`src/rtl/calib_pulse_sequencer.sv`:
```
// Purpose  : free-running calibration sync clock plus per-run gating of delayed, width-programmed
//            switcher pulses onto enabled channels, in burst (N pulses) or continuous mode.
// Latency  : SyncClock = internal divider clock through SYNC_DLY registers; SwitcherOn/Busy/Done
//            are registered; SwitcherOn rises Delay cycles after the SyncClock output rise.
// Backpress: none; Start is ignored while a run is active, Stop aborts a run on the next cycle.
//
// Ports
//   Clk, reset_n        : only clock; asynchronous active-low reset
//   HalfPeriod          : sync clock half period minus 1, sampled at every sync clock toggle
//   Start / Stop        : 1-cycle run control pulses
//   Continuous, PulseCount, Delay, OnTime, ChannelEnable : run config, latched on accepted Start
//   SyncClock           : synchronous clock output
//   SwitcherOn          : per-channel switcher drive
//   Busy / Done         : run active / 1-cycle end-of-run pulse
//   PulsesSent          : pulses started in the current or last run
module calib_pulse_sequencer #(
    parameter int NUM_CH   = 4,
    parameter int CNT_W    = 16,
    parameter int BURST_W  = 16,
    parameter int SYNC_DLY = 2
) (
    input  logic               Clk,
    input  logic               reset_n,
    input  logic [CNT_W-1:0]   HalfPeriod,
    input  logic               Start,
    input  logic               Stop,
    input  logic               Continuous,
    input  logic [BURST_W-1:0] PulseCount,
    input  logic [CNT_W-1:0]   Delay,
    input  logic [CNT_W-1:0]   OnTime,
    input  logic [NUM_CH-1:0]  ChannelEnable,
    output logic               SyncClock,
    output logic [NUM_CH-1:0]  SwitcherOn,
    output logic               Busy,
    output logic               Done,
    output logic [BURST_W-1:0] PulsesSent
);

    typedef enum logic {IDLE, RUN} state_t;
    state_t state;

    // ------------------------------------------------------------------
    // Sync clock generator: runs in every state.
    // sclk[0] is the internal divided clock, sclk[SYNC_DLY] the output.
    // ------------------------------------------------------------------
    logic [CNT_W-1:0]  div_cnt;
    logic [CNT_W-1:0]  hp_q;
    logic              hp_vld;
    logic [CNT_W-1:0]  hp_eff;
    logic [SYNC_DLY:0] sclk;
    logic              rise_pre;

    // Until the first toggle there is no sampled half period yet, so the
    // live input paces the first half period out of reset.
    assign hp_eff = hp_vld ? hp_q : HalfPeriod;

    always_ff @(posedge Clk or negedge reset_n) begin
        if (!reset_n) begin
            div_cnt <= '0;
            hp_q    <= '0;
            hp_vld  <= 1'b0;
            sclk    <= '0;
        end else begin
            if (div_cnt == hp_eff) begin
                div_cnt <= '0;
                hp_q    <= HalfPeriod;
                hp_vld  <= 1'b1;
                sclk[0] <= ~sclk[0];
            end else begin
                div_cnt <= div_cnt + 1'b1;
            end
            sclk[SYNC_DLY:1] <= sclk[SYNC_DLY-1:0];
        end
    end

    assign SyncClock = sclk[SYNC_DLY];

    // True on the edge at which the SyncClock output goes high, so the
    // registered SwitcherOn can rise in that same cycle when Delay = 0.
    assign rise_pre = sclk[SYNC_DLY-1] & ~sclk[SYNC_DLY];

    // ------------------------------------------------------------------
    // Latched run configuration and pulse window
    // win_t is the cycle index inside the window as seen after the edge;
    // the window covers indices 0 .. Delay+OnTime-1, high from Delay on.
    // ------------------------------------------------------------------
    logic               cont_q;
    logic [BURST_W-1:0] count_q;
    logic [CNT_W-1:0]   delay_q;
    logic [CNT_W-1:0]   ontime_q;
    logic [NUM_CH-1:0]  en_q;

    logic [CNT_W:0]     win_t;
    logic               win_act;

    logic [CNT_W:0]     win_len;
    logic [CNT_W:0]     t_n;
    logic               act_n;
    logic               more;
    logic               start_pulse;
    logic               burst_end;
    logic [BURST_W-1:0] sent_n;
    logic [NUM_CH-1:0]  sw_n;

    always_comb begin
        win_len     = {1'b0, delay_q} + {1'b0, ontime_q};
        more        = cont_q | (PulsesSent < count_q);
        start_pulse = rise_pre & more;
        t_n         = win_t;
        act_n       = 1'b0;
        sent_n      = PulsesSent;
        if (start_pulse) begin
            // A rise restarts the window even if the previous one is still open.
            t_n    = '0;
            act_n  = (win_len != '0);
            sent_n = PulsesSent + 1'b1;
        end else if (win_act && !rise_pre) begin
            t_n   = win_t + 1'b1;
            act_n = (t_n < win_len);
        end
        // A rise with no pulses left truncates the last window: act_n stays 0.
        burst_end = ~cont_q & (sent_n == count_q) & ~act_n;
        sw_n      = (act_n && (t_n >= {1'b0, delay_q})) ? en_q : '0;
    end

    // ------------------------------------------------------------------
    // Run control FSM with registered outputs
    // ------------------------------------------------------------------
    always_ff @(posedge Clk or negedge reset_n) begin
        if (!reset_n) begin
            state      <= IDLE;
            Busy       <= 1'b0;
            Done       <= 1'b0;
            PulsesSent <= '0;
            SwitcherOn <= '0;
            cont_q     <= 1'b0;
            count_q    <= '0;
            delay_q    <= '0;
            ontime_q   <= '0;
            en_q       <= '0;
            win_t      <= '0;
            win_act    <= 1'b0;
        end else begin
            Done <= 1'b0;
            case (state)
                IDLE: begin
                    SwitcherOn <= '0;
                    if (Start && !Stop) begin
                        cont_q     <= Continuous;
                        count_q    <= PulseCount;
                        delay_q    <= Delay;
                        ontime_q   <= OnTime;
                        en_q       <= ChannelEnable;
                        PulsesSent <= '0;
                        win_t      <= '0;
                        win_act    <= 1'b0;
                        Busy       <= 1'b1;
                        state      <= RUN;
                    end
                end
                RUN: begin
                    if (Stop) begin
                        SwitcherOn <= '0;
                        win_act    <= 1'b0;
                        Busy       <= 1'b0;
                        Done       <= 1'b1;
                        state      <= IDLE;
                    end else begin
                        win_t      <= t_n;
                        win_act    <= act_n;
                        PulsesSent <= sent_n;
                        SwitcherOn <= sw_n;
                        if (burst_end) begin
                            Busy  <= 1'b0;
                            Done  <= 1'b1;
                            state <= IDLE;
                        end
                    end
                end
                default: begin
                    SwitcherOn <= '0;
                    Busy       <= 1'b0;
                    state      <= IDLE;
                end
            endcase
        end
    end

endmodule
```
`config.mk`:
```
export PLATFORM = sky130hd
export DESIGN_NAME = calib_pulse_sequencer
export DESIGN_NICKNAME = d
export VERILOG_FILES = /design/src/rtl/calib_pulse_sequencer.sv
export SDC_FILE = /design/constraint.sdc
export NUM_CORES = 1
export LEC_CHECK = 0
export ABC_CLOCK_PERIOD_IN_PS = 5900
export CAP_MARGIN = 20
export CORE_MARGIN = 2
export CORE_UTILIZATION = 55
export CTS_CLUSTER_SIZE = 24
export DETAILED_ROUTE_END_ITERATION = 8
export DONT_BUFFER_PORTS = 1
export HOLD_SLACK_MARGIN = 0.06
export PLACE_DENSITY_LB_ADDON = 0.12
export SLEW_MARGIN = 5
export SYNTH_ARGS = -nofsm -noshare
export SYNTH_HDL_FRONTEND = slang
export SYNTH_SLANG_ARGS = --single-unit
```
`constraint.sdc`:
```
create_clock -name Clk -period 5.9 [get_ports Clk]
set_clock_uncertainty 0.1 [all_clocks]
set_input_delay 0.885 -clock Clk [delete_from_list [all_inputs] [get_ports Clk]]
set_output_delay 0.885 -clock Clk [all_outputs]
set_load 0.02 [all_outputs]
```
==> results of run 1 <==
[layout make-up]
class                      count  area (um2)  share of cell area
inverter                      49         184              0.0193
clock buffer                  20         457              0.0480
clock inverter                12        96.3              0.0101
timing repair buffer           8        92.6             0.00973
multi-input combinational    805        5160               0.542
tap                          216         270              0.0284
sequential                   130        3250               0.342
[synthesized netlist by cell type, drive strengths merged, types with 6 or more instances]
master / count
xnor2: 64
a21oi: 33
a21o: 12
a211oi: 10
o21a: 12
and3: 19
nand2: 206
mux2i: 20
o2bb2ai: 6
inv: 49
a31oi: 7
dfrtp: 130
xor2: 24
nand3: 37
nand2b: 13
nor4: 6
buf: 9
o31ai: 22
clkbuf: 44
nand4: 17
nor3: 8
o21ai: 90
nor2: 73
ha: 66
[registers in the layout, summed over array words and instances (netlist names), 16 cells and up]
| name | flops |
|---|---|
| delay_q | 16 |
| hp_q | 16 |
| count_q | 16 |
| div_cnt | 16 |
| ontime_q | 16 |
| PulsesSent | 16 |
| win_t | 17 |
[stage by stage]
stage	worst slack, ns	power (uW)	cells	area [um2]
finish	0.980	2780	1240	9510
global route	0.563	2950	1240	9510
CTS	1.05	2800	1239	9490
detailed placement	1.06	1770	1206	8910
global placement	1.19	1760	1206	8910
floorplan	1.63	1600	1037	8790
[critical path, stage by stage (launching register included)]
cell	delay [ns]
dfrtp_1	0.57
ha_1	0.40
nand4_1	0.15
nor2_1	0.15
o2111ai_1	0.27
o21a_2	0.38
nor2_1	0.55
nand2_1	0.15
o21ai_0	0.11
nand2_1	0.07
o31ai_1	0.10
ha_1	0.31
o21a_1	0.11
o21a_1	0.16
o21a_1	0.17
o311ai_0	0.37
a211oi_1	0.16
o2111ai_1	0.23
a211o_1	0.23
nor2_1	0.06
[layer usage]
layer,wire (um),GRT usage,vias to the layer above
met5,0,0,-
met4,338,0.0782,0
met3,1300,0.0525,29
met2,9660,0.406,216
met1,9910,0.379,3361
li1,-,-,3543
[logic make-up (layout without fill, tap and decap cells)]
group / after synthesis / in the layout
adders and majority gates: 67 / 67
xor gates and xnor gates: 88 / 88
buffers and inverters: 102 / 89
muxes: 20 / 20
DFF: 130 / 130
AOI/OAI and AO/OA: 227 / 227
and+or+nand+nor: 403 / 403
[how the worst max path moves through the flow]
stage | end | cells past startpoint | slack [ns]
5_1_grt | SwitcherOn[1]$_DFF_PN0_ | 19 | 0.56
3_3_place_gp | SwitcherOn[3]$_DFF_PN0_ | 19 | 1.19
6_report | SwitcherOn[0]$_DFF_PN0_ | 19 | 0.98
2_1_floorplan | SwitcherOn[0]$_DFF_PN0_ | 20 | 1.63
4_1_cts | SwitcherOn[0]$_DFF_PN0_ | 19 | 1.05
3_5_place_dp | SwitcherOn[0]$_DFF_PN0_ | 19 | 1.06
[power groups by stage]
stage / Combinational [uW] / Sequential [uW] / Clock (uW)
final: 728 / 1050 / 1000
after global routing: 826 / 1070 / 1060
after CTS: 725 / 1050 / 1020
after detailed placement: 700 / 1070 / 0
after global placement: 690 / 1070 / 0
after floorplan: 554 / 1050 / 0
==> metrics.txt, run 1 <==
# TYPE chip_impl_metric gauge
chip_impl_metric{name="synth_enable_flop_cells",unit=""} 0
chip_impl_metric{name="synthDominantCellAreaShare",unit=""} 0.370
chip_impl_metric{name="hold_buf_cts",unit=""} 1
chip_impl_metric{name="p_leak",unit="uW"} 0.00435
chip_impl_metric{name="power.share.clock",unit=""} 0.360
chip_impl_metric{name="synth-seq-area-share",unit=""} 0.370
chip_impl_metric{name="clock_pin_slew_on_the_worst_setup_and_hold_paths",unit="ns"} 0.06
chip_impl_metric{name="cts_buffers",unit=""} 17
chip_impl_metric{name="timing.critical_path.arrival",unit="ns"} 5.14
chip_impl_metric{name="global_route_wire_length_before_repair",unit="mm"} 34.6
chip_impl_metric{name="worst_ep_required_time",unit="ns"} 6.12
chip_impl_metric{name="mappedNetlistNets",unit=""} 1177
chip_impl_metric{name="period_share",unit=""} 0.834
chip_impl_info{name="cp-end-kind",value="register"} 1
chip_impl_metric{name="buffers_inserted_by_post_cts_timing_repair",unit=""} 0
chip_impl_info{name="worstReg2RegStart",value="PulsesSent[13]$_DFFE_PN0P_"} 1
chip_impl_metric{name="clock_latency_on_the_worst_skew_pair",unit="ns"} 0.43
chip_impl_metric{name="first_iter_violations",unit=""} 617
chip_impl_metric{name="dieArea",unit="mm2"} 0.0170
chip_impl_info{name="rsz0062_at_grt",value="false"} 1
chip_impl_metric{name="post_drt_via_cell_ratio",unit=""} 5.77
chip_impl_info{name="timing_worst_setup_path_type",value="reg -> reg"} 1
chip_impl_info{name="critPathLaunch",value="PulsesSent[13]$_DFFE_PN0P_"} 1
chip_impl_metric{name="syn_avg_cell_area",unit="um2"} 8.48
chip_impl_metric{name="layout-drive-gt1-share",unit=""} 0.0625
chip_impl_info{name="r2r_end",value="SwitcherOn[0]$_DFF_PN0_"} 1
chip_impl_metric{name="hpwlAfterDp",unit="mm"} 15.2
chip_impl_info{name="layout.cells.most_common_list",value="nand2_1 (206), dfrtp_1 (130), o21ai_0 (84)"} 1
chip_impl_metric{name="period_needed",unit="ns"} 4.92
chip_impl_metric{name="worst_pin_slew",unit="ns"} 0.913
chip_impl_metric{name="muxShareOfSynthArea",unit=""} 0.0228
chip_impl_metric{name="synth_compound_area_frac",unit=""} 0.174
chip_impl_metric{name="io_pins",unit=""} 96
chip_impl_metric{name="insertedDiodeCount",unit=""} 0
chip_impl_metric{name="antenna_violations_before_repair",unit=""} 0
chip_impl_metric{name="synth_fa_ha_area_frac",unit=""} 0.0962
chip_impl_metric{name="die-height",unit="um"} 130
chip_impl_metric{name="ant_nets",unit=""} 0
chip_impl_metric{name="register_share_of_total_power",unit=""} 0.378
chip_impl_metric{name="worstPathMaxFanout",unit=""} 12
chip_impl_metric{name="final.fill_count",unit=""} 1497
chip_impl_info{name="worstSetupStartpointType",value="register"} 1
chip_impl_metric{name="combinationalPowerShare",unit=""} 0.261
chip_impl_metric{name="detailedRoute.firstPassIterationCount",unit=""} 5
chip_impl_info{name="cts.root.buffer_cell",value="clkbuf_16"} 1
chip_impl_metric{name="htree_num_levels",unit=""} 4
chip_impl_info{name="outcome",value="finished clean"} 1
chip_impl_info{name="largest_family_of_logic_cells_by_synthesized_area",value="simple AND/OR/NAND/NOR gates"} 1
chip_impl_metric{name="netSwitchingPower",unit="uW"} 947
chip_impl_metric{name="post_cts.resized_instances",unit=""} 0
chip_impl_metric{name="count_of_buffers_inserted_at_the_top_level_ports",unit=""} 0
chip_impl_info{name="tritoncts",value="done"} 1
chip_impl_metric{name="whs",unit="ns"} 0.305
chip_impl_metric{name="fin_tns_setup",unit="ns"} 0
chip_impl_metric{name="timing.slew.headroom",unit=""} 0.392
chip_impl_info{name="netlist_top_cells_area",value="dfrtp_1 (37%), ha_1 (9.4%), nand2_1 (8.8%), xnor2_1 (6.4%), o21ai_0 (4.8%)"} 1
chip_impl_metric{name="cts_num_sinks",unit=""} 130
chip_impl_info{name="synth_top_flop_cell",value="dfrtp_1"} 1
chip_impl_metric{name="syn2layout_area_growth",unit="%"} 8.15
chip_impl_info{name="synth.largest_area_cell",value="dfrtp_1"} 1
chip_impl_metric{name="placement_rows",unit=""} 46
chip_impl_metric{name="reg2regPathDepth",unit=""} 19
chip_impl_metric{name="post_synth_inst_count",unit=""} 1037
chip_impl_metric{name="synth_seq_cells",unit=""} 130
chip_impl_metric{name="start_util",unit=""} 0.558
chip_impl_metric{name="highest_attainable_clock_frequency",unit="MHz"} 203
chip_impl_metric{name="finalSetupViolations",unit=""} 0
chip_impl_metric{name="place_congestion",unit=""} 0.936
chip_impl_metric{name="cell_internal_pwr",unit="uW"} 1840
chip_impl_metric{name="ir_worst_vdd",unit="mV"} 0.208
chip_impl_metric{name="global_route.usage.total",unit=""} 0.263
chip_impl_metric{name="remaining_drc_errors",unit=""} 0
chip_impl_metric{name="netlist_area",unit="mm2"} 0.00879
chip_impl_metric{name="finalHoldViolations",unit=""} 0
chip_impl_metric{name="maxSlewViolCount",unit=""} 0
chip_impl_metric{name="worst-r2r-setup-slack",unit="ns"} 0.98
chip_impl_info{name="layout.cells.most_common",value="nand2_1"} 1
chip_impl_metric{name="totalWireLength",unit="mm"} 21.2
chip_impl_metric{name="finalCoreUtilization",unit=""} 0.603
chip_impl_metric{name="switching_share",unit=""} 0.340
chip_impl_metric{name="synth-xor-area-share",unit=""} 0.0876
chip_impl_metric{name="core_area",unit="mm2"} 0.0158
chip_impl_metric{name="async_reset_ff_frac",unit=""} 1.00
chip_impl_metric{name="synthSimpleGateAreaFrac",unit=""} 0.205
chip_impl_metric{name="global_route.overflow_total",unit=""} 0
chip_impl_metric{name="synth_warnings",unit=""} 0
chip_impl_metric{name="finish.net_count",unit=""} 1151
chip_impl_metric{name="first_global_vias",unit=""} 6698
chip_impl_metric{name="powerDensity",unit="mW/mm2"} 293
chip_impl_metric{name="maximum_capacitance_violations",unit=""} 0
chip_impl_metric{name="wl_per_cell",unit="um"} 17.1
chip_impl_metric{name="ctsLongestPathBuffers",unit=""} 2
chip_impl_info{name="hold_path.class",value="in -> async"} 1
chip_impl_metric{name="detailroute.via_count",unit=""} 7149
chip_impl_metric{name="die-width",unit="um"} 130
chip_impl_metric{name="synth.lib_cells_used.distinct",unit=""} 69
chip_impl_metric{name="grt_max_degree",unit=""} 131
No activity file was read; power rests on OpenSTA's default activity.
==> inputs of run 2 (changes only) <==
--- a/config.mk
+++ b/config.mk
@@ -5,7 +5,7 @@
 export SDC_FILE = /design/constraint.sdc
 export NUM_CORES = 1
 export LEC_CHECK = 0
-export ABC_CLOCK_PERIOD_IN_PS = 5900
+export ABC_CLOCK_PERIOD_IN_PS = 4700
 export CAP_MARGIN = 20
 export CORE_MARGIN = 2
 export CORE_UTILIZATION = 55
==> constraint.sdc (replaced) <==
create_clock -name Clk -period 4.7 [get_ports Clk]
set_clock_uncertainty 0.1 [all_clocks]
set_input_delay 0.705 -clock Clk [delete_from_list [all_inputs] [get_ports Clk]]
set_output_delay 0.705 -clock Clk [all_outputs]
set_load 0.02 [all_outputs]
==> metrics.txt, run 2 (synthesis results as in run 1) <==
# TYPE chip_impl_metric gauge
chip_impl_info{name="outcome",value="finished clean"} 1
chip_impl_metric{name="global_route.usage.total",unit=""} 0.263
chip_impl_metric{name="finalSetupViolations",unit=""} 0
chip_impl_metric{name="totalWireLength",unit="mm"} 21.4
chip_impl_metric{name="detailroute.via_count",unit=""} 7172
chip_impl_metric{name="fin_tns_setup",unit="ns"} 0
chip_impl_info{name="layout.cells.most_common_list",value="nand2_1 (206), dfrtp_1 (130), o21ai_0 (83)"} 1
chip_impl_metric{name="die-width",unit="um"} 130
chip_impl_info{name="timing_worst_setup_path_type",value="reg -> reg"} 1
chip_impl_metric{name="ctsLongestPathBuffers",unit=""} 2
chip_impl_metric{name="post_drt_via_cell_ratio",unit=""} 5.70
chip_impl_metric{name="die-height",unit="um"} 130
chip_impl_info{name="largest-register",value="win_t"} 1
chip_impl_metric{name="dieArea",unit="mm2"} 0.0170
chip_impl_metric{name="worst_pin_slew",unit="ns"} 0.899
chip_impl_metric{name="p_leak",unit="uW"} 0.00448
chip_impl_info{name="worstSetupStartpointType",value="register"} 1
chip_impl_metric{name="cts_buffers",unit=""} 17
chip_impl_metric{name="timing.slew.headroom",unit=""} 0.401
chip_impl_metric{name="first_global_vias",unit=""} 6768
chip_impl_info{name="rsz0062_at_grt",value="false"} 1
chip_impl_metric{name="power.share.clock",unit=""} 0.375
chip_impl_metric{name="grt_use_met1",unit=""} 0.374
chip_impl_metric{name="period_share",unit=""} 0.959
chip_impl_metric{name="count_of_buffers_inserted_at_the_top_level_ports",unit=""} 0
chip_impl_info{name="critical-path-top-cell-by-count",value="o21a_1"} 1
chip_impl_metric{name="period_needed",unit="ns"} 4.51
chip_impl_metric{name="ir_worst_vdd",unit="mV"} 0.277
chip_impl_metric{name="worstPathMaxFanout",unit=""} 5
chip_impl_metric{name="netSwitchingPower",unit="uW"} 1210
chip_impl_metric{name="detailedRoute.firstPassIterationCount",unit=""} 5
chip_impl_info{name="tritoncts",value="done"} 1
chip_impl_metric{name="worst_ep_required_time",unit="ns"} 4.92
chip_impl_info{name="grt_busiest_layer",value="met2"} 1
chip_impl_info{name="cp_slowest_cell",value="dfrtp_1"} 1
chip_impl_metric{name="first_iter_violations",unit=""} 533
chip_impl_metric{name="finish.net_count",unit=""} 1169
chip_impl_metric{name="insertedDiodeCount",unit=""} 0
chip_impl_info{name="crit_chain",value="ha_1 > nand4_1 > nor2_1 > o2111ai_2 > o21ai_4 > nand2_1 > nor2_2 > o21ai_0 > o21ai_0 > ha_1 > o21a_1 > o21a_1 > o21a_1 > o21a_1 > o311ai_0 > a211oi_1 > o2111ai_1 > a211o_1 > nor2_1"} 1
chip_impl_metric{name="htree_num_levels",unit=""} 4
chip_impl_metric{name="ant_nets",unit=""} 0
chip_impl_metric{name="core_area",unit="mm2"} 0.0158
chip_impl_info{name="cp-end-kind",value="register"} 1
chip_impl_metric{name="switching_share",unit=""} 0.338
chip_impl_info{name="hold_path.class",value="in -> async"} 1
chip_impl_metric{name="finalHoldViolations",unit=""} 0
chip_impl_metric{name="groute.layer.met3.usage",unit=""} 0.0590
chip_impl_metric{name="buffers_inserted_by_post_cts_timing_repair",unit=""} 0
chip_impl_metric{name="final.fill_count",unit=""} 1398
chip_impl_metric{name="maxSlewViolCount",unit=""} 0
chip_impl_metric{name="combinationalPowerShare",unit=""} 0.256
chip_impl_metric{name="hpwlAfterDp",unit="mm"} 15.3
chip_impl_metric{name="powerDensity",unit="mW/mm2"} 370
chip_impl_metric{name="maximum_capacitance_violations",unit=""} 0
chip_impl_metric{name="io_pins",unit=""} 96
chip_impl_metric{name="syn2layout_area_growth",unit="%"} 10.1
chip_impl_metric{name="layout-drive-gt1-share",unit=""} 0.0825
chip_impl_metric{name="met2_usage",unit=""} 0.399
chip_impl_metric{name="grt_max_degree",unit=""} 131
chip_impl_metric{name="global_route.overflow_total",unit=""} 0
chip_impl_metric{name="clock_latency_on_the_worst_skew_pair",unit="ns"} 0.43
chip_impl_metric{name="cts_num_sinks",unit=""} 130
chip_impl_metric{name="cell_internal_pwr",unit="uW"} 2370
chip_impl_info{name="layout.cells.most_common",value="nand2_1"} 1
chip_impl_metric{name="timing.critical_path.arrival",unit="ns"} 4.73
chip_impl_metric{name="placement_rows",unit=""} 46
chip_impl_metric{name="global_route_wire_length_before_repair",unit="mm"} 34.6
chip_impl_metric{name="wl_per_cell",unit="um"} 17.0
chip_impl_metric{name="critical_path.max_stage_delay",unit="ns"} 0.51
chip_impl_metric{name="clock_pin_slew_on_the_worst_setup_and_hold_paths",unit="ns"} 0.06
chip_impl_metric{name="antenna_violations_before_repair",unit=""} 0
chip_impl_metric{name="start_util",unit=""} 0.558
chip_impl_metric{name="largest_register_ffs",unit=""} 17
chip_impl_metric{name="register_share_of_total_power",unit=""} 0.369
chip_impl_metric{name="highest_attainable_clock_frequency",unit="MHz"} 222
chip_impl_metric{name="place_congestion",unit=""} 0.893
chip_impl_metric{name="whs",unit="ns"} 0.116
chip_impl_metric{name="remaining_drc_errors",unit=""} 0
chip_impl_info{name="cts.root.buffer_cell",value="clkbuf_16"} 1
run 2: per-layer routing:
layer | share of wire | wire (um)
met5 | 0 | 0
met4 | 0.022 | 470
met3 | 0.055 | 1170
met2 | 0.45 | 9590
met1 | 0.48 | 10200
run 2: final timing paths:
check | slack, ns | from | to | cells past startpoint
max reg2reg | 0.19 | PulsesSent[15]$_DFFE_PN0P_ | SwitcherOn[1]$_DFF_PN0_ | 19
max in group asynchronous | 3.85 | reset_n | hp_q[15]$_DFFE_PN0N_ | 1
min in group Clk | 0.27 | HalfPeriod[9] | hp_q[9]$_DFFE_PN0N_ | 2
min reg2reg | 0.30 | sclk[0]$_DFFE_PN0N_ | sclk[1]$_DFF_PN0_ | 0
max | 0.19 | PulsesSent[15]$_DFFE_PN0P_ | SwitcherOn[1]$_DFF_PN0_ | 19
min | 0.12 | reset_n | count_q[8]$_DFFE_PN0P_ | 1
run 2: stage by stage:
step | instance area, um2 | setup WS, ns | std cells | total power (uW) | utilization
2_1_floorplan | 8790 | 0.430 | 1037 | 2010 | -
3_3_place_gp | 9050 | 0.399 | 1225 | 2200 | 0.574
3_5_place_dp | 9050 | 0.228 | 1225 | 2220 | 0.574
4_1_cts | 9670 | 0.154 | 1258 | 3600 | 0.613
5_1_grt | 9690 | 0.0212 | 1258 | 3790 | 0.614
6_report | 9690 | 0.193 | 1258 | 3580 | 0.614
run 2: final cells by class:
cell class              count  area (um2)  area share
flip-flops and latches    130        3250       0.336
well taps                 216         270      0.0279
clock inverters            13         136      0.0141
inverters                  49         184      0.0190
multi-input cells         805        5170       0.534
clock buffers              19         453      0.0468
repair buffers             26         215      0.0222
run 2: power groups by stage:
stage	Combinational [uW]	Clock, uW	Sequential (uW)
finish	915	1340	1320
global route	1040	1410	1340
CTS	910	1360	1320
detailed placement	879	0	1340
global placement	865	0	1340
floorplan	696	0	1310
run 2: repair_timing:
item	in CTS	in global routing
setup endpoints to repair	0	4
gates resized for setup	0	4
endpoints found under the hold margin	130	0
hold buffers	1	0
run 2: worst max-delay path: cells and delay by family (launching register included):
kind	cells	cell delay, ns
AO/OA/AOI/OAI	12	2.32
AND/OR/NAND/NOR	5	0.81
flip-flops	1	0.51
adder cells (fa/ha/maj)	2	0.67
==> edit 1 (config.mk and constraints of run 2) <==
The parameter `SYNC_DLY` goes from 2 to 1.
--- a/src/rtl/calib_pulse_sequencer.sv
+++ b/src/rtl/calib_pulse_sequencer.sv
@@ -18,5 +18,5 @@
     parameter int CNT_W    = 16,
     parameter int BURST_W  = 16,
-    parameter int SYNC_DLY = 2
+    parameter int SYNC_DLY = 1
 ) (
     input  logic               Clk,
Check against the original RTL: not equivalent (a bounded check fails within 4 cycles, from zero or initial values and one cycle with reset_n low).
==> edit 1 against run 2 <==
  * Synthesized area is 0.60% lower
  * Core utilization grew 0.25 points
  * Total power increased by 7.0%
  * Sequential share of layout area down 0.27 points
  * Worst setup slack gained 0.084 ns
  * Design area is essentially flat
  * Routed wire length is 3.1% lower
  * Die area fell by 0.57%
  * Clock power rose by 5%
  * Sequential cell count down 1
  * Via count down 0.18%
  * Critical path depth shrank 2
  * Largest cell class unchanged
==> edit 1: results (changes against run 2) <==
<table>
<tr><th>Metric</th><th>Value</th></tr>
<tr><th colspan="2">Place</th></tr>
<tr><td>Placed wire-length estimate</td><td>14.83 mm (-3.2%)</td></tr>
<tr><td>Area of placed instances</td><td>9006 µm² (-0.53%)</td></tr>
<tr><td>Routability congestion estimate</td><td>0.9006 (+0.88%)</td></tr>
<tr><th colspan="2">Pwr</th></tr>
<tr><td>Power consumed by combinational cells</td><td>1.10 mW (+20%)</td></tr>
<tr><td>Clock network fraction of total power</td><td>36.7% (-0.8 points)</td></tr>
<tr><td>Switching power as a share of total power</td><td>33.40% (-0.43 points)</td></tr>
<tr><td>Largest vdd supply drop</td><td>0.2759 mV (-0.27%)</td></tr>
<tr><td>Leakage component of the power</td><td>4.417 nW (-1.4%)</td></tr>
<tr><th colspan="2">Finish</th></tr>
<tr><td>Fraction of layout instances using a drive strength above 1</td><td>10.03% (+1.8 points)</td></tr>
<tr><td>Net count of the finished layout</td><td>1134 (-3.0%)</td></tr>
<tr><th colspan="2">Setup path</th></tr>
<tr><td>Worst reg-to-reg path cell count</td><td>17 (-2)</td></tr>
<tr><td>Worst EP arrival</td><td>4.63 ns (-0.10 ns)</td></tr>
<tr><td>Maximum fanout count along the critical path</td><td>4 (-1)</td></tr>
<tr><th colspan="2">GRT</th></tr>
<tr><td>Global routing usage on met2</td><td>41.33% (+1.4 points)</td></tr>
<tr><td>Global-route usage over all layers</td><td>25.41% (-0.86 points)</td></tr>
<tr><td>GR Util met1</td><td>34.11% (-3.3 points)</td></tr>
<tr><td>Number of global-route vias before repair</td><td>6920 (+2.2%)</td></tr>
<tr><td>Maximum number of pins on one net before global-route repair</td><td>130 (-0.76%)</td></tr>
<tr><th colspan="2">Synthesis</th></tr>
<tr><td>Leading cell types by count after synthesis</td><td>sky130_fd_sc_hd__nand2_1, sky130_fd_sc_hd__dfrtp_1, sky130_fd_sc_hd__o21ai_0</td></tr>
<tr><td>Count of cell types in the netlist</td><td>71 (+2.9%)</td></tr>
<tr><td>Main area contributors after synthesis</td><td>sky130_fd_sc_hd__dfrtp_1, sky130_fd_sc_hd__ha_1, sky130_fd_sc_hd__nand2_1</td></tr>
<tr><th colspan="2">Die</th></tr>
<tr><td>Placeable core area</td><td>15710 µm² (-0.36%)</td></tr>
<tr><td>Floorplan die width</td><td>130.1 µm (-0.29%)</td></tr>
<tr><th colspan="2">Timing</th></tr>
<tr><td>Worst slew slack as a fraction of its limit</td><td>32.88% (-7.2 points)</td></tr>
<tr><th colspan="2">Status</th></tr>
<tr><td>Status</td><td>completed</td></tr>
</table>
[edit 1: changes by cell type after synthesis, moves of 6 or more]
cell,before,now
sky130_fd_sc_hd__nand2_1,206,154
sky130_fd_sc_hd__mux2_2,0,18
sky130_fd_sc_hd__clkbuf_1,44,32
sky130_fd_sc_hd__nand3_1,37,29
sky130_fd_sc_hd__o21ai_0,84,92
sky130_fd_sc_hd__a21o_1,12,18
sky130_fd_sc_hd__o31ai_1,21,15
[edit 1: per-stage QoR]
| stage | hold WS, ns | std cells | util, % | total power, mW |
|---|---|---|---|---|
| final | 0.1007 | 1223 | 61.67 | 3.833 |
| after global routing | 0.1976 | 1223 | 61.67 | 4.053 |
| after CTS | 0.1824 | 1221 | 61.51 | 3.850 |
| after detailed placement | 0.3162 | 1188 | 57.32 | 2.395 |
| after global placement | 0.3154 | 1188 | 57.32 | 2.382 |
| after floorplan | 0.3094 | 992 | - | 2.156 |
[edit 1: area by class of cell]
cell class	count	area (µm²)
clock inverter	14	191.4
tap	216	270.3
timing repair buffer	25	207.7
inverter	49	183.9
multi-input combinational	772	5170
clock buffer	18	439.2
fill	1347	6022
sequential	129	3228
[edit 1: layer usage]
metal | share of wire (%) | routed length [µm]
met4 | 1.8 | 379
met5 | 0 | 0
met1 | 45 | 9376
met3 | 6.1 | 1261
met2 | 47 | 9715
[edit 1: cells by family (layout without fill, tap and decap cells)]
family | count (synthesis) | in the layout | share of synthesized area, %
adder cells (fa/ha/maj) | 67 | 67 | 9.675
XOR/XNOR | 88 | 88 | 8.816
multiplexers | 34 | 34 | 4.150
AO/OA/AOI/OAI | 232 | 232 | 17.52
flip-flops | 129 | 129 | 36.93
AND/OR/NAND/NOR | 351 | 351 | 18.76
buffers and inverters | 91 | 106 | 4.151
==> edit 2 (settings of run 2) <==
Without the edit above. Put one more register stage on the output `PulsesSent`. The value now appears one clock later. The other outputs are not delayed to match.
--- a/src/rtl/calib_pulse_sequencer.sv
+++ b/src/rtl/calib_pulse_sequencer.sv
@@ -38,4 +38,6 @@
 
     typedef enum logic {IDLE, RUN} state_t;
+
+    logic [BURST_W-1:0] PulsesSent_s0;
     state_t state;
 
@@ -105,14 +107,14 @@
     always_comb begin
         win_len     = {1'b0, delay_q} + {1'b0, ontime_q};
-        more        = cont_q | (PulsesSent < count_q);
+        more        = cont_q | (PulsesSent_s0 < count_q);
         start_pulse = rise_pre & more;
         t_n         = win_t;
         act_n       = 1'b0;
-        sent_n      = PulsesSent;
+        sent_n      = PulsesSent_s0;
         if (start_pulse) begin
             // A rise restarts the window even if the previous one is still open.
             t_n    = '0;
             act_n  = (win_len != '0);
-            sent_n = PulsesSent + 1'b1;
+            sent_n = PulsesSent_s0 + 1'b1;
         end else if (win_act && !rise_pre) begin
             t_n   = win_t + 1'b1;
@@ -132,5 +134,5 @@
             Busy       <= 1'b0;
             Done       <= 1'b0;
-            PulsesSent <= '0;
+            PulsesSent_s0 <= '0;
             SwitcherOn <= '0;
             cont_q     <= 1'b0;
@@ -152,5 +154,5 @@
                         ontime_q   <= OnTime;
                         en_q       <= ChannelEnable;
-                        PulsesSent <= '0;
+                        PulsesSent_s0 <= '0;
                         win_t      <= '0;
                         win_act    <= 1'b0;
@@ -169,5 +171,5 @@
                         win_t      <= t_n;
                         win_act    <= act_n;
-                        PulsesSent <= sent_n;
+                        PulsesSent_s0 <= sent_n;
                         SwitcherOn <= sw_n;
                         if (burst_end) begin
@@ -187,3 +189,11 @@
     end
 
+    always_ff @(posedge Clk or negedge reset_n) begin
+        if (!reset_n) begin
+            PulsesSent <= '0;
+        end else begin
+            PulsesSent <= PulsesSent_s0;
+        end
+    end
+
 endmodule
Behaviour: not the same (Yosys sat finds a counterexample within 4 cycles, from zero or initial values and one cycle with reset_n low).
==> edit 2 against run 2 <==
  * Worst setup slack gained 0.17 ns
  * Critical endpoint is now SwitcherOn[0]
  * Highest routed layer unchanged
  * Sequential cell count up 16
  * Design area increased by 1.6%
  * Core utilization is 0.30 points higher
  * Via count fell by 4.1%
  * Total power is 6.8% higher
  * Routed wire length shrank 3.8%
  * Die area is 2.1% higher
  * Combinational power rose by 0.4%
  * Largest cell class unchanged
  * Synthesized area up 2.1%
==> edit 2: results (changes against run 2) <==
<table>
<tr><th>Metric</th><th>Value</th></tr>
<tr><th colspan="2">Status</th></tr>
<tr><td>Status</td><td>completed</td></tr>
<tr><th colspan="2">Place</th></tr>
<tr><td>Area of placed instances</td><td>9176 µm² (+1.4%)</td></tr>
<tr><td>Pre-CTS setup slack</td><td>0.1735 ns (-0.05412 ns)</td></tr>
<tr><td>Cell Count Post-Placement</td><td>1170 (-4.5%)</td></tr>
<tr><td>Routability congestion estimate</td><td>0.8508 (-4.7%)</td></tr>
<tr><td>Placed wire-length estimate</td><td>14.56 mm (-5.0%)</td></tr>
<tr><th colspan="2">Synthesis</th></tr>
<tr><td>Post-synthesis mux area share</td><td>4.387% (+2.1 points)</td></tr>
<tr><td>Compound-gate portion of the synthesized area</td><td>15.71% (-1.7 points)</td></tr>
<tr><td>Mean instance size in the synthesized netlist</td><td>9.093 µm² (+7.2%)</td></tr>
<tr><td>Portion of the post-synthesis area used by sequential elements</td><td>40.67% (+3.7 points)</td></tr>
<tr><td>Leading cell types by count after synthesis</td><td>sky130_fd_sc_hd__nand2_1, sky130_fd_sc_hd__dfrtp_1, sky130_fd_sc_hd__o21ai_0</td></tr>
<tr><td>Main area contributors after synthesis</td><td>sky130_fd_sc_hd__dfrtp_1, sky130_fd_sc_hd__ha_1, sky130_fd_sc_hd__nand2_1</td></tr>
<tr><td>XOR/XNOR share of the synthesized area</td><td>8.872% (+0.11 points)</td></tr>
<tr><td>Count of cell types in the netlist</td><td>61 (-12%)</td></tr>
<tr><th colspan="2">GRT</th></tr>
<tr><td>Number of global-route vias before repair</td><td>6731 (-0.55%)</td></tr>
<tr><td>Global-route usage over all layers</td><td>24.24% (-2.0 points)</td></tr>
<tr><td>Maximum number of pins on one net before global-route repair</td><td>147 (+12%)</td></tr>
<tr><td>First-pass GRT wire length</td><td>33.92 mm (-2.0%)</td></tr>
<tr><th colspan="2">Setup path</th></tr>
<tr><td>Beginning of the critical path</td><td>count_q[13]</td></tr>
<tr><td>Worst EP arrival</td><td>4.56 ns (-0.17 ns)</td></tr>
<tr><th colspan="2">Finish</th></tr>
<tr><td>Fraction of layout instances using a drive strength above 1</td><td>8.198% (-0.055 points)</td></tr>
<tr><th colspan="2">Routing</th></tr>
<tr><td>Final wirelength</td><td>20.59 mm (-3.8%)</td></tr>
<tr><td>Initial drt markers</td><td>513 (-3.8%)</td></tr>
<tr><td>DR WL/cell</td><td>17.10 µm (+0.53%)</td></tr>
<tr><th colspan="2">Pwr</th></tr>
<tr><td>Leakage component of the power</td><td>4.439 nW (-0.85%)</td></tr>
<tr><td>Largest vdd supply drop</td><td>0.2822 mV (+2.0%)</td></tr>
<tr><th colspan="2">Timing</th></tr>
<tr><td>Worst slew slack as a fraction of its limit</td><td>40.20% (+0.14 points)</td></tr>
</table>
## edit 2: per-layer routing
layer / track usage, % / routed length (µm) / up-vias
met5: 0 / 0 / -
met4: 6.099 / 225 / 0
met3: 5.998 / 1145 / 22
met2: 37.32 / 9242 / 176
met1: 34.54 / 9977 / 3250
li1: - / - / 3427
## edit 2: cell type report
type                            instances  area, µm²
Timing Repair Buffer                   15      132.6
Tap cell                              216      270.3
Multi-Input combinational cell        750       4996
Sequential cell                       146       3654
Clock buffer                           19      442.9
Fill cell                            1399       6102
Inverter                               45      168.9
Clock inverter                         13      176.4
## edit 2: final timing paths
check                                 end  cells past startpoint  slack, ns
setup reg to reg            SwitcherOn[0]                     20       0.37
hold reg to reg                   sclk[1]                      0       0.31
hold / removal             PulsesSent[11]                      1       0.18
min in group Clk                 hp_q[10]                      2       0.27
max in group asynchronous       win_t[14]                      1       3.80
setup / recovery            SwitcherOn[0]                     20       0.37
## edit 2: logic make-up (layout without fill, tap and decap cells)
| kind of cell | count (synthesis) | count (layout) |
|---|---|---|
| XOR/XNOR | 91 | 91 |
| multiplexers | 37 | 37 |
| adder cells (fa/ha/maj) | 67 | 67 |
| AO/OA/AOI/OAI | 215 | 215 |
| flip-flops | 146 | 146 |
| buffers and inverters | 92 | 92 |
| AND/OR/NAND/NOR | 340 | 340 |
## edit 2: worst max-delay path, cell delays in order (launching register included)
cell and delay [ns]:
sky130_fd_sc_hd__dfrtp_1 0.39, sky130_fd_sc_hd__inv_1 0.10, sky130_fd_sc_hd__ha_1 0.30, sky130_fd_sc_hd__nand4_1 0.17, sky130_fd_sc_hd__nor2_1 0.15, sky130_fd_sc_hd__o2111ai_1 0.25, sky130_fd_sc_hd__o21ai_4 0.22, sky130_fd_sc_hd__nand2_1 0.16
sky130_fd_sc_hd__nor2_2 0.22, sky130_fd_sc_hd__o21ai_0 0.11, sky130_fd_sc_hd__o21ai_0 0.13, sky130_fd_sc_hd__ha_1 0.30, sky130_fd_sc_hd__o21a_1 0.11, sky130_fd_sc_hd__o21a_1 0.17, sky130_fd_sc_hd__o21a_1 0.16, sky130_fd_sc_hd__o21a_1 0.16
sky130_fd_sc_hd__o311ai_0 0.34, sky130_fd_sc_hd__a211oi_1 0.15, sky130_fd_sc_hd__o2111ai_1 0.21, sky130_fd_sc_hd__a211o_1 0.27, sky130_fd_sc_hd__nor2_1 0.07
## edit 2: timing repair
item | 4_1_cts | 5_1_grt
setup buffers | 0 | 1
endpoints found under the hold margin | 146 | 0
gates resized for setup | 0 | 3
setup endpoints to repair | 0 | 4
hold buffers | 1 | 0
## edit 2: power breakdown
part / switching [mW] / internal (mW) / leakage, nW
sequential: 0.0964 / 1.37 / 1.92
clock: 0.578 / 0.859 / 0.293
combinational: 0.530 / 0.389 / 2.23
total: 1.20 / 2.62 / 4.44
